[config.mk]
export PLATFORM = sky130hd
export DESIGN_NAME = shift_sequencer
export DESIGN_NICKNAME = d
export VERILOG_FILES = /design/src/rtl/shift_sequencer.sv
export SDC_FILE = /design/constraint.sdc
export NUM_CORES = 1
export LEC_CHECK = 0
export ABC_AREA = 1
export BUFFER_PORTS_ARGS = -buffer_cell sky130_fd_sc_hd__buf_2
export CELL_PAD_IN_SITES_DETAIL_PLACEMENT = 0
export CELL_PAD_IN_SITES_GLOBAL_PLACEMENT = 1
export CORE_UTILIZATION = 35
export DETAILED_ROUTE_END_ITERATION = 8
export GPL_TIMING_DRIVEN = 0
export PLACE_DENSITY_LB_ADDON = 0.25
export SYNTH_ARGS = -nofsm -noshare
export SYNTH_HDL_FRONTEND = slang
export SYNTH_SLANG_ARGS = --single-unit
[constraint.sdc]
create_clock -name clk -period 1.8 [get_ports clk]
set_input_delay 0.18 -clock clk [delete_from_list [all_inputs] [get_ports clk]]
set_output_delay 0.18 -clock clk [all_outputs]
set_load 0.1 [all_outputs]
[src/rtl/shift_sequencer.sv]
// Multi-cycle 32-bit SRL/SLL/SRA/pass-through shifter, STEP bit positions per cycle.
// Optional macro SHIFT_ZERO_BYPASS_EN: zero-amount and pass-through requests skip SHIFT.
module shift_sequencer #(
  parameter int STEP = 1
) (
  input  logic        clk,
  input  logic        rst,
  input  logic        req_valid,
  output logic        req_ready,
  input  logic [31:0] req_a,
  input  logic [1:0]  req_alufn,
  input  logic [4:0]  req_shamt,
  output logic        rsp_valid,
  input  logic        rsp_ready,
  output logic [31:0] rsp_result,
  output logic        busy
);

  generate
    if (!(STEP == 1 || STEP == 2 || STEP == 4 || STEP == 8 || STEP == 16)) begin : g_bad_step
      $error("shift_sequencer: STEP must be 1, 2, 4, 8 or 16");
    end
  endgenerate

  typedef enum logic [1:0] {
    S_IDLE,
    S_SHIFT,
    S_DONE
  } state_t;

  localparam logic [4:0] STEP5 = 5'(STEP);

  state_t      r_state;
  state_t      w_next;
  logic [31:0] r_acc;
  logic [31:0] w_acc_next;
  logic [31:0] w_shifted;
  logic [4:0]  r_rem;
  logic [4:0]  w_rem_next;
  logic [4:0]  w_k;
  logic [1:0]  r_op;
  logic [1:0]  w_op_next;

  assign w_k = (r_rem < STEP5) ? r_rem : STEP5;

  // Only 0..STEP constant shifts are ever needed, so this is a small mux, not a barrel shifter.
  always_comb begin
    w_shifted = r_acc;
    for (int j = 1; j <= STEP; j++) begin
      if (w_k == 5'(j)) begin
        unique case (r_op)
          2'b00:   w_shifted = r_acc >> j;
          2'b01:   w_shifted = r_acc << j;
          2'b10:   w_shifted = $signed(r_acc) >>> j;
          default: w_shifted = r_acc;
        endcase
      end
    end
  end

  always_comb begin
    w_next     = r_state;
    w_acc_next = r_acc;
    w_rem_next = r_rem;
    w_op_next  = r_op;
    unique case (r_state)
      S_IDLE: begin
        if (req_valid) begin
          w_acc_next = req_a;
          w_op_next  = req_alufn;
          w_rem_next = (req_alufn == 2'b11) ? 5'd0 : req_shamt;
          w_next     = S_SHIFT;
`ifdef SHIFT_ZERO_BYPASS_EN
          if (req_shamt == 5'd0 || req_alufn == 2'b11) begin
            w_next = S_DONE;
          end
`endif
        end
      end
      S_SHIFT: begin
        w_acc_next = w_shifted;
        w_rem_next = r_rem - w_k;
        if (r_rem == w_k) begin
          w_next = S_DONE;
        end
      end
      S_DONE: begin
        if (rsp_ready) begin
          w_next = S_IDLE;
        end
      end
      default: w_next = S_IDLE;
    endcase
  end

  always_ff @(posedge clk or posedge rst) begin
    if (rst) begin
      r_state <= S_IDLE;
      r_acc   <= '0;
      r_rem   <= '0;
      r_op    <= 2'b00;
    end else begin
      r_state <= w_next;
      r_acc   <= w_acc_next;
      r_rem   <= w_rem_next;
      r_op    <= w_op_next;
    end
  end

  assign req_ready  = (r_state == S_IDLE) && !rst;
  assign rsp_valid  = (r_state == S_DONE);
  assign busy       = (r_state != S_IDLE);
  assign rsp_result = rsp_valid ? r_acc : 32'h0;

endmodule

==> results_dict.tcl, run 1 <==
set metrics [dict create \
    avgViaCountPerCell 4.63 \
    min_period_ns 1.74 \
    setup_viol_count_final 0 \
    switchingPower_mw 4.28 \
    cts_root_buffer "clkbuf_8" \
    drt_first_pass_iters 6 \
    dp.cells 608 \
    crit_buf_inv 4 \
    cp-start-kind "register" \
    area_growth_pct 43.3 \
    grt_max_degree 40 \
    synth_top_area_cell "dfrtp_1" \
    drt_iter0_markers 148 \
    start_util_pct 36.7 \
    gp_congestion 0.759 \
    max-cap-violations 0 \
    status "completed" \
    dieHeight_um 89.7 \
    intPower_mw 3.31 \
    synthDistinctLibCells 19 \
    fin_worst_skew_ns 0.00464 \
    rows 31 \
    die_w_um 89.7 \
    grt_overflow_total 0 \
    p_leak_nw 1.99 \
    tritoncts.num_buffers 5 \
    syn-cell-area_um2 2690 \
    slew_headroom_pct 67.6 \
    htree_levels 2 \
    num_vias 2863 \
    final_max_slew_viol_count 0 \
    finalCritPeriodShare_pct 96.6 \
    dpl.hpwl_um 5290 \
    ys_ff_latch 41 \
    drt_wl_total_um 7390 \
    worst_pin_slew_ns 0.489 \
    grt_pass1_vias 2539 \
    portBuffers 77 \
    cp_cell_sequence "inv_2 -> nor2_4 -> inv_4 -> buf_6 -> nor2_4 -> buf_6" \
    syn_inst 431 \
    clock_latency_ns 0.30 \
    swShare_pct 56.4 \
    grt_first_pass_wirelength_um 12100 \
    max_freq_mhz 575 \
    final_cells 618 \
    io_pins 78 \
    critical_path_required_ns 1.62 \
    cts.clk_slew.worst_paths_ns 0.08 \
    cts_sinks 41 \
    hold_path.class "input port to register" \
    ant_nets 0 \
    max-vdd-ir-drop_uv 1010 \
    fin_nets 564 \
    end_kind "primary output" \
    pwr-share-clk_pct 9.0 \
    layout_commonest_cell "nand2_1" \
    drive_gt1_share_pct 29.9 \
    critPathArrivalTime_ns 1.56 \
    synthTopCellsByArea "dfrtp_1 38%, nand2_1 26%, nand3_1 13%, inv_1 6.4%, nor2_1 5.6%" \
    critPathKind "register to primary output" \
    power.density_nw_per_um2 1970 \
    final_core_util_pct 52.6 \
    coreArea_um2 7330 \
    clockBufferDepth 2 \
    antenna_found_initial 0 \
    path_max_fanout 10 \
    antenna_cells 0 \
    die_area_um2 8040 \
    syn_nets 477 \
    seqPwrFrac_pct 23.9 \
    grt_usage_pct 19.5 \
    combPwrFrac_pct 67.0 \
    yosysWarnings 0 \
    hold_slack_ns 0.0780 \
    synth_top_area_share_pct 38.1 \
    wire_per_inst_um 12.0 \
    layout_common_cells "189 x nand2_1, 71 x nand3_1, 57 x buf_2" \
    hold_violations 0 \
    slowest_delay_ns 0.42 \
    syn_avg_cell_area_um2 6.24 \
    slowest_stage "dfrtp_2" \
    cts_tree "built" \
    crit_family "buffers and inverters" \
    drc 0 \
    rsz0062_at_grt "no" \
    synth-seq-area-share_pct 38.1 \
]
## repair_timing
item                                    4_1_cts  5_1_grt
pin swaps                                     0        0
endpoints found under the setup margin       30       59
gates resized for setup                      49       28
endpoints found under the hold margin        41        0
buffers inserted                              0        1
hold buffers                                  1        0
## kinds of logic after synthesis
family | synth area share, %
buffers and inverters | 11.0
AOI/OAI and AO/OA | 2.33
adders and majority gates | 1.40
and+or+nand+nor | 47.1
DFF | 38.1
## cell type report
class / instances / area [um^2]
fill: 748 / 3470
multi-input combinational: 320 / 1630
sequential: 41 / 1030
timing repair buffer: 80 / 643
inverter: 48 / 183
buffer: 22 / 149
tap: 99 / 124
clock buffer: 7 / 96.3
clock inverter: 1 / 5.00
## synth_stat cells
cell type	instances
nand3_1	71
nor2_2	1
inv_1	46
ha_1	3
nand2_1	189
inv_2	2
nand4_1	1
a21oi_1	4
nor2_4	2
nand2_2	1
o21ai_0	3
nand2_4	1
o211ai_1	2
nor2_1	40
buf_2	15
buf_4	4
o22ai_1	2
buf_1	3
dfrtp_1	41
## power groups by stage
stage,Sequential [mW],Combinational (mW),Clock [mW]
after global routing,1.87,5.70,0.739
after global placement,1.83,4.88,0
after floorplan,1.71,4.01,0
final,1.82,5.09,0.685
after detailed placement,1.83,4.95,0
after CTS,1.82,5.04,0.702
## metrics by stage
stage / total power [mW] / setup slack [ns] / area (um^2) / TNS, ns
floorplan: 5.73 / -0.239 / 2970 / -6.65
global placement: 6.71 / -0.162 / 3480 / -1.27
detailed placement: 6.78 / 0.143 / 3500 / 0
CTS: 7.57 / 0.0000474 / 3760 / 0
global route: 8.32 / 0.000632 / 3860 / 0
finish: 7.59 / 0.0619 / 3860 / 0
## worst reg2reg max path: stages (launching register included)
cell and delay [ns]:
dfrtp_2 0.45, buf_4 0.15, nor2_4 0.21, nand2_1 0.13, nor2_2 0.17, nor2_4 0.08
buf_2 0.20, nand3_1 0.11, nand2_1 0.06
## registers in the layout (all words and copies together), names as in the netlist
name     count
r_acc       32
r_op         2
r_state      2
r_rem        5
## metal layers
metal  global-route usage [%]  wire length, um  vias up
met5                        0                0        -
met4                     4.76               71        0
met3                     3.20              323        6
met2                     32.1             3510       69
met1                     26.8             3490     1293
li1                         -                -     1495
## worst paths after layout
check                      startpoint             end  slack, ns  cells after the start
min reg2reg                  r_rem[4]        r_rem[4]       0.49                      2
max reg2reg                r_state[1]        r_acc[1]       0.13                      8
min in group asynchronous         rst        r_rem[3]       0.31                      3
min                         rsp_ready      r_state[1]       0.08                      2
max                        r_state[1]  rsp_result[11]       0.06                      6
max in group asynchronous         rst      r_state[1]       1.07                      4
Power figures use the tool's default switching activity.
==> run 2: changes to the inputs <==
--- a/config.mk
+++ b/config.mk
@@ -9,8 +9,10 @@
 export BUFFER_PORTS_ARGS = -buffer_cell sky130_fd_sc_hd__buf_2
 export CELL_PAD_IN_SITES_DETAIL_PLACEMENT = 0
 export CELL_PAD_IN_SITES_GLOBAL_PLACEMENT = 1
+export CORE_MARGIN = 3
 export CORE_UTILIZATION = 35
 export DETAILED_ROUTE_END_ITERATION = 8
+export GPL_ROUTABILITY_DRIVEN = 1
 export GPL_TIMING_DRIVEN = 0
 export PLACE_DENSITY_LB_ADDON = 0.25
 export SYNTH_ARGS = -nofsm -noshare
==> run 2 against run 1 <==
Effect of this change: first-iteration DRC count fell by 2.7%; clock power up 16%; core utilization decreased by 0.26 points; largest power group unchanged; global-route usage decreased by 1.4 points; cell area about the same; fmax grew 0.54%; routed wire length is 2.6% higher.
==> results_dict.tcl, run 2 (synthesis gave the netlist of run 1 again) <==
set metrics [dict create \
    status "completed" \
    clock_latency_ns 0.30 \
    layout_commonest_cell "nand2_1" \
    setup_viol_count_final 0 \
    multiInputGateArea_um2 1630 \
    start_util_pct 36.5 \
    slew_headroom_pct 67.9 \
    switchingPower_mw 4.30 \
    drc 0 \
    reg2reg_depth 9 \
    max-cap-violations 0 \
    cts_sinks 41 \
    avgViaCountPerCell 4.72 \
    final_cells 618 \
    hold_slack_ns 0.0706 \
    coreArea_um2 7370 \
    combPwrFrac_pct 66.0 \
    grt_overflow_total 0 \
    max-vdd-ir-drop_uv 1330 \
    seqPwrFrac_pct 23.7 \
    fin_nets 564 \
    io_pins 78 \
    intPower_mw 3.40 \
    startpoint "r_state[1]" \
    drt_first_pass_iters 4 \
    r2r-end "r_acc[8]" \
    hold_path.class "input port to register" \
    pwr-share-clk_pct 10.3 \
    finalCritPeriodShare_pct 96.0 \
    worst_pin_slew_ns 0.485 \
    cts_root_buffer "clkbuf_8" \
    final_area_um2 3860 \
    final_max_slew_viol_count 0 \
    grt_first_pass_wirelength_um 12800 \
    largestRegisters "r_acc x32, r_rem x5" \
    grt_usage_pct 18.1 \
    hold_violations 0 \
    p_leak_nw 1.99 \
    portBuffers 77 \
    max_freq_mhz 578 \
    top_register "r_acc" \
    dieHeight_um 93.7 \
    wire_per_inst_um 12.3 \
    cp-start-kind "register" \
    critical_path_required_ns 1.62 \
    die_w_um 93.7 \
    tritoncts.num_buffers 5 \
    path_max_fanout 10 \
    gp_congestion 0.784 \
    antenna_cells 0 \
    drive_gt1_share_pct 29.7 \
    dp.cells 608 \
    num_vias 2915 \
    dpl.hpwl_um 5530 \
    rows 31 \
    end_kind "primary output" \
    drt_iter0_markers 144 \
    fillerInstances 773 \
    power.density_nw_per_um2 1990 \
    htree_levels 2 \
    grt_max_degree 40 \
    critPathKind "register to primary output" \
    swShare_pct 55.9 \
    reg2reg_slack_ns 0.22 \
    min_period_ns 1.73 \
    clockBufferDepth 2 \
    crit_path_end "rsp_result[11]" \
    critPathArrivalTime_ns 1.55 \
    grt_pass1_vias 2801 \
    cts.clk_slew.worst_paths_ns 0.08 \
    largest_reg_flops 32 \
    cts_tree "built" \
    die_area_um2 8770 \
    r2r-start "r_op[0]" \
    placedInstanceArea_um2 3500 \
    ant_nets 0 \
    fin_worst_skew_ns 0.00818 \
    layout_common_cells "189 x nand2_1, 71 x nand3_1, 58 x buf_2" \
    area_growth_pct 43.4 \
    drt_wl_total_um 7580 \
    p_total_mw 7.69 \
    antenna_found_initial 0 \
    seqCellArea_um2 1030 \
]
run 2: changes by cell type in the layout (fill, tap and decap cells not counted), sizes merged:
| cell | delta |
|---|---|
| buf | -1 |
| bufinv | +1 |
| clkbuf | +1 |
| clkinv | -1 |
run 2: critical path: stages, from the launching register on:
cell and delay [ns]:
dfrtp_2 0.43, inv_2 0.06, nor2_4 0.14, inv_4 0.08, buf_6 0.18, nor2_4 0.12
buf_6 0.22
run 2: through the flow:
step           setup slack [ns]  util, %   TNS, ns
2_1_floorplan            -0.239        -     -6.65
3_5_place_dp              0.131     47.5         0
4_1_cts               0.0000158     51.0         0
6_report                 0.0713     52.3         0
3_3_place_gp             -0.149     47.2    -0.770
5_1_grt                -0.00142     52.3  -0.00142
run 2: repair_timing:
item | in CTS | in global routing
setup buffers | 0 | 1
resized for setup | 45 | 26
hold endpoints to repair | 41 | 0
hold buffers | 1 | 0
endpoints found under the setup margin | 30 | 56
run 2: worst min path at each step:
stage	from	endpoint	slack (ns)	cells past startpoint
6_report	rsp_ready	r_state[1]	0.07	2
3_3_place_gp	rsp_ready	r_state[1]	0.39	2
3_5_place_dp	rst	r_rem[4]	0.08	2
2_1_floorplan	rsp_ready	r_state[1]	0.29	1
4_1_cts	rsp_ready	r_state[1]	0.07	2
5_1_grt	rsp_ready	r_state[1]	0.08	2
run 2: power by group through the flow:
stage / Sequential (mW) / Combinational, mW / Clock (mW)
global placement: 1.83 / 4.88 / 0
CTS: 1.83 / 5.05 / 0.806
floorplan: 1.71 / 4.01 / 0
finish: 1.82 / 5.08 / 0.795
global route: 1.89 / 5.70 / 0.853
detailed placement: 1.84 / 4.97 / 0
run 2: area by class of cell:
| class | count | area share (%) |
|---|---|---|
| Buffer | 22 | 3.79 |
| Multi-Input combinational cell | 320 | 42.2 |
| Inverter | 48 | 4.74 |
| Sequential cell | 41 | 26.6 |
| Clock buffer | 7 | 2.24 |
| Tap cell | 99 | 3.21 |
| Clock inverter | 1 | 0.778 |
| Timing Repair Buffer | 80 | 16.4 |
run 2: routing by layer:
metal  track usage (%)  part of all wire (%)  vias to the layer above
met5                 0                     0                        -
met3              2.88                   4.2                        8
met2              30.4                    49                       73
met1              23.9                    45                     1340
met4              6.02                   1.3                        0
li1                  -                     -                     1494
==> run 3: changes to the inputs <==
--- a/config.mk
+++ b/config.mk
@@ -10,7 +10,7 @@
 export CELL_PAD_IN_SITES_DETAIL_PLACEMENT = 0
 export CELL_PAD_IN_SITES_GLOBAL_PLACEMENT = 1
 export CORE_MARGIN = 3
-export CORE_UTILIZATION = 35
+export CORE_UTILIZATION = 32
 export DETAILED_ROUTE_END_ITERATION = 8
 export GPL_ROUTABILITY_DRIVEN = 1
 export GPL_TIMING_DRIVEN = 0
==> constraint.sdc (replaced) <==
create_clock -name clk -period 1.59 [get_ports clk]
set_input_delay 0.159 -clock clk [delete_from_list [all_inputs] [get_ports clk]]
set_output_delay 0.159 -clock clk [all_outputs]
set_load 0.1 [all_outputs]
==> run 3 against run 2 <==
Effect of this change: the flow now finishes with violations (negative setup slack); critical path depth unchanged; clock power up 5.2%; power up 33%; sequential power up 14%; worst hold slack worse by 0.0069 ns; critical path type unchanged; critical endpoint is now rsp_result[21]; largest cell class unchanged.
==> results_dict.tcl, run 3 (synthesis gave the netlist of run 1 again) <==
set metrics [dict create \
    die_w_um 97.7 \
    grt_pass1_vias 2904 \
    cts_tree "built" \
    power.density_nw_per_um2 2260 \
    gp_congestion 0.758 \
    drt_first_pass_iters 4 \
    finalCritPeriodShare_pct 102 \
    min_period_ns 1.63 \
    top_register "r_acc" \
    clock_latency_ns 0.30 \
    grt_usage_pct 17.0 \
    status "finished with violations" \
    coreArea_um2 7930 \
    slowest_delay_ns 0.42 \
    p_total_mw 10.2 \
    crit_family "buffers and inverters" \
    largest_reg_flops 32 \
    cp_common_cell "nor2_4" \
    ant_nets 0 \
    layout_commonest_cell "nand2_1" \
    start_util_pct 33.9 \
    grt_max_degree 40 \
    drt_wl_total_um 8320 \
    clockBufferDepth 2 \
    tritoncts.num_buffers 5 \
    crit_buf_inv 4 \
    largestRegisters "r_acc x32, r_rem x5" \
    hold_slack_ns 0.0637 \
    drc 0 \
    io_pins 78 \
    htree_levels 2 \
    hold_path.class "input port to register" \
    final_core_util_pct 57.1 \
    setup_viol_count_final 26 \
    p_leak_nw 2.24 \
    portBuffers 77 \
    grt_overflow_total 0 \
    drive_gt1_share_pct 38.6 \
    final_max_slew_viol_count 0 \
    area_growth_pct 68.2 \
    num_vias 3018 \
    placedInstanceArea_um2 3500 \
    final_area_um2 4530 \
    fin_worst_skew_ns 0.00711 \
    antenna_cells 0 \
    cts_sinks 41 \
    setup_ws_ns -0.0375 \
    max_freq_mhz 614 \
    max-cap-violations 0 \
    hold_violations 0 \
    die_area_um2 9540 \
    layout_common_cells "172 x nand2_1, 56 x nand3_1, 43 x buf_2" \
    critPathKind "register to primary output" \
    dieHeight_um 97.7 \
    slew_headroom_pct 80.1 \
    violations "negative setup slack" \
    drt_iter0_markers 80 \
    cp-start-kind "register" \
    antenna_found_initial 0 \
    critical_path_required_ns 1.43 \
    dpl.hpwl_um 5560 \
    cts.clk_slew.worst_paths_ns 0.08 \
    wire_per_inst_um 13.1 \
    cp_cell_sequence "inv_2 -> nor2_4 -> inv_4 -> buf_8 -> nor2_4 -> buf_12" \
    worst_pin_slew_ns 0.301 \
    rows 32 \
    cts_root_buffer "clkbuf_8" \
    dpl_worst_slack_ns -0.0887 \
    end_kind "primary output" \
    path_max_fanout 10 \
    grt_first_pass_wirelength_um 13500 \
    fillerInstances 753 \
    critPathArrivalTime_ns 1.47 \
    fin_nets 580 \
    avgViaCountPerCell 4.75 \
    slowest_stage "dfrtp_2" \
    max-vdd-ir-drop_uv 1280 \
    rsz0062_at_grt "yes" \
]
[run 3: cell count changes in the layout (fill, tap and decap cells not counted), moves of 3 or more]
cell	change
buf_12	+33
nand2_2	+15
nand3_2	+15
nand2_1	-17
nand3_1	-15
buf_6	-11
buf_2	-15
buf_4	+11
buf_8	-3
[run 3: worst register-to-register path: stages (launching register included)]
cell and delay [ns]:
dfrtp_1 0.40, inv_2 0.11, ha_4 0.23, a21oi_4 0.20, buf_6 0.15, buf_6 0.12, nand2_1 0.06, nand3_1 0.08
nand3_1 0.07, nand2_1 0.07
[run 3: path summary, 6_finish.rpt]
| kind | startpoint | endpoint | slack, ns | cells past startpoint |
|---|---|---|---|---|
| max in group asynchronous | rst | r_state[1] | 0.89 | 4 |
| min reg2reg | r_rem[4] | r_rem[4] | 0.48 | 2 |
| max reg2reg | r_op[0] | r_acc[27] | 0.04 | 9 |
| max | r_state[1] | rsp_result[21] | -0.04 | 6 |
| min in group asynchronous | rst | r_rem[4] | 0.28 | 3 |
| min | rsp_ready | r_state[1] | 0.06 | 2 |
[run 3: routing by layer]
layer | GRT usage [%] | up-vias | share of wire, %
met5 | 0 | - | 0
met2 | 27.8 | 82 | 49
met3 | 3.52 | 7 | 5.5
met1 | 22.3 | 1401 | 45
li1 | - | 1528 | -
met4 | 5.75 | 0 | 1.1
[run 3: where the power goes]
part           internal [mW]  total, mW  switching, mW
clock network          0.457      0.836          0.379
registers               1.57       2.07          0.502
logic                   2.80       7.33           4.53
total                   4.82       10.2           5.41
[run 3: layout make-up]
type,count,area [um^2],area share [%]
buffer,22,240,5.31
clock buffer,5,68.8,1.52
clock inverter,2,35.0,0.774
inverter,48,183,4.04
multi-input combinational,320,1800,39.8
sequential,41,1030,22.7
tap,102,128,2.82
timing repair buffer,96,1040,23.1
[run 3: repair_timing]
action,in CTS,in global routing
gates resized for setup,136,84
cloned,0,6
endpoints found under the hold margin,41,0
setup endpoints to repair,64,66
setup buffers,4,7
pin swaps,2,29
hold buffers,1,0
[run 3: through the flow]
| step | instances | setup TNS, ns |
|---|---|---|
| 6_report | 636 | -0.377 |
| 3_3_place_gp | 610 | -12.09 |
| 3_5_place_dp | 611 | -2.34 |
| 2_1_floorplan | 431 | -12.89 |
| 5_1_grt | 636 | -2.63 |
| 4_1_cts | 623 | -0.559 |
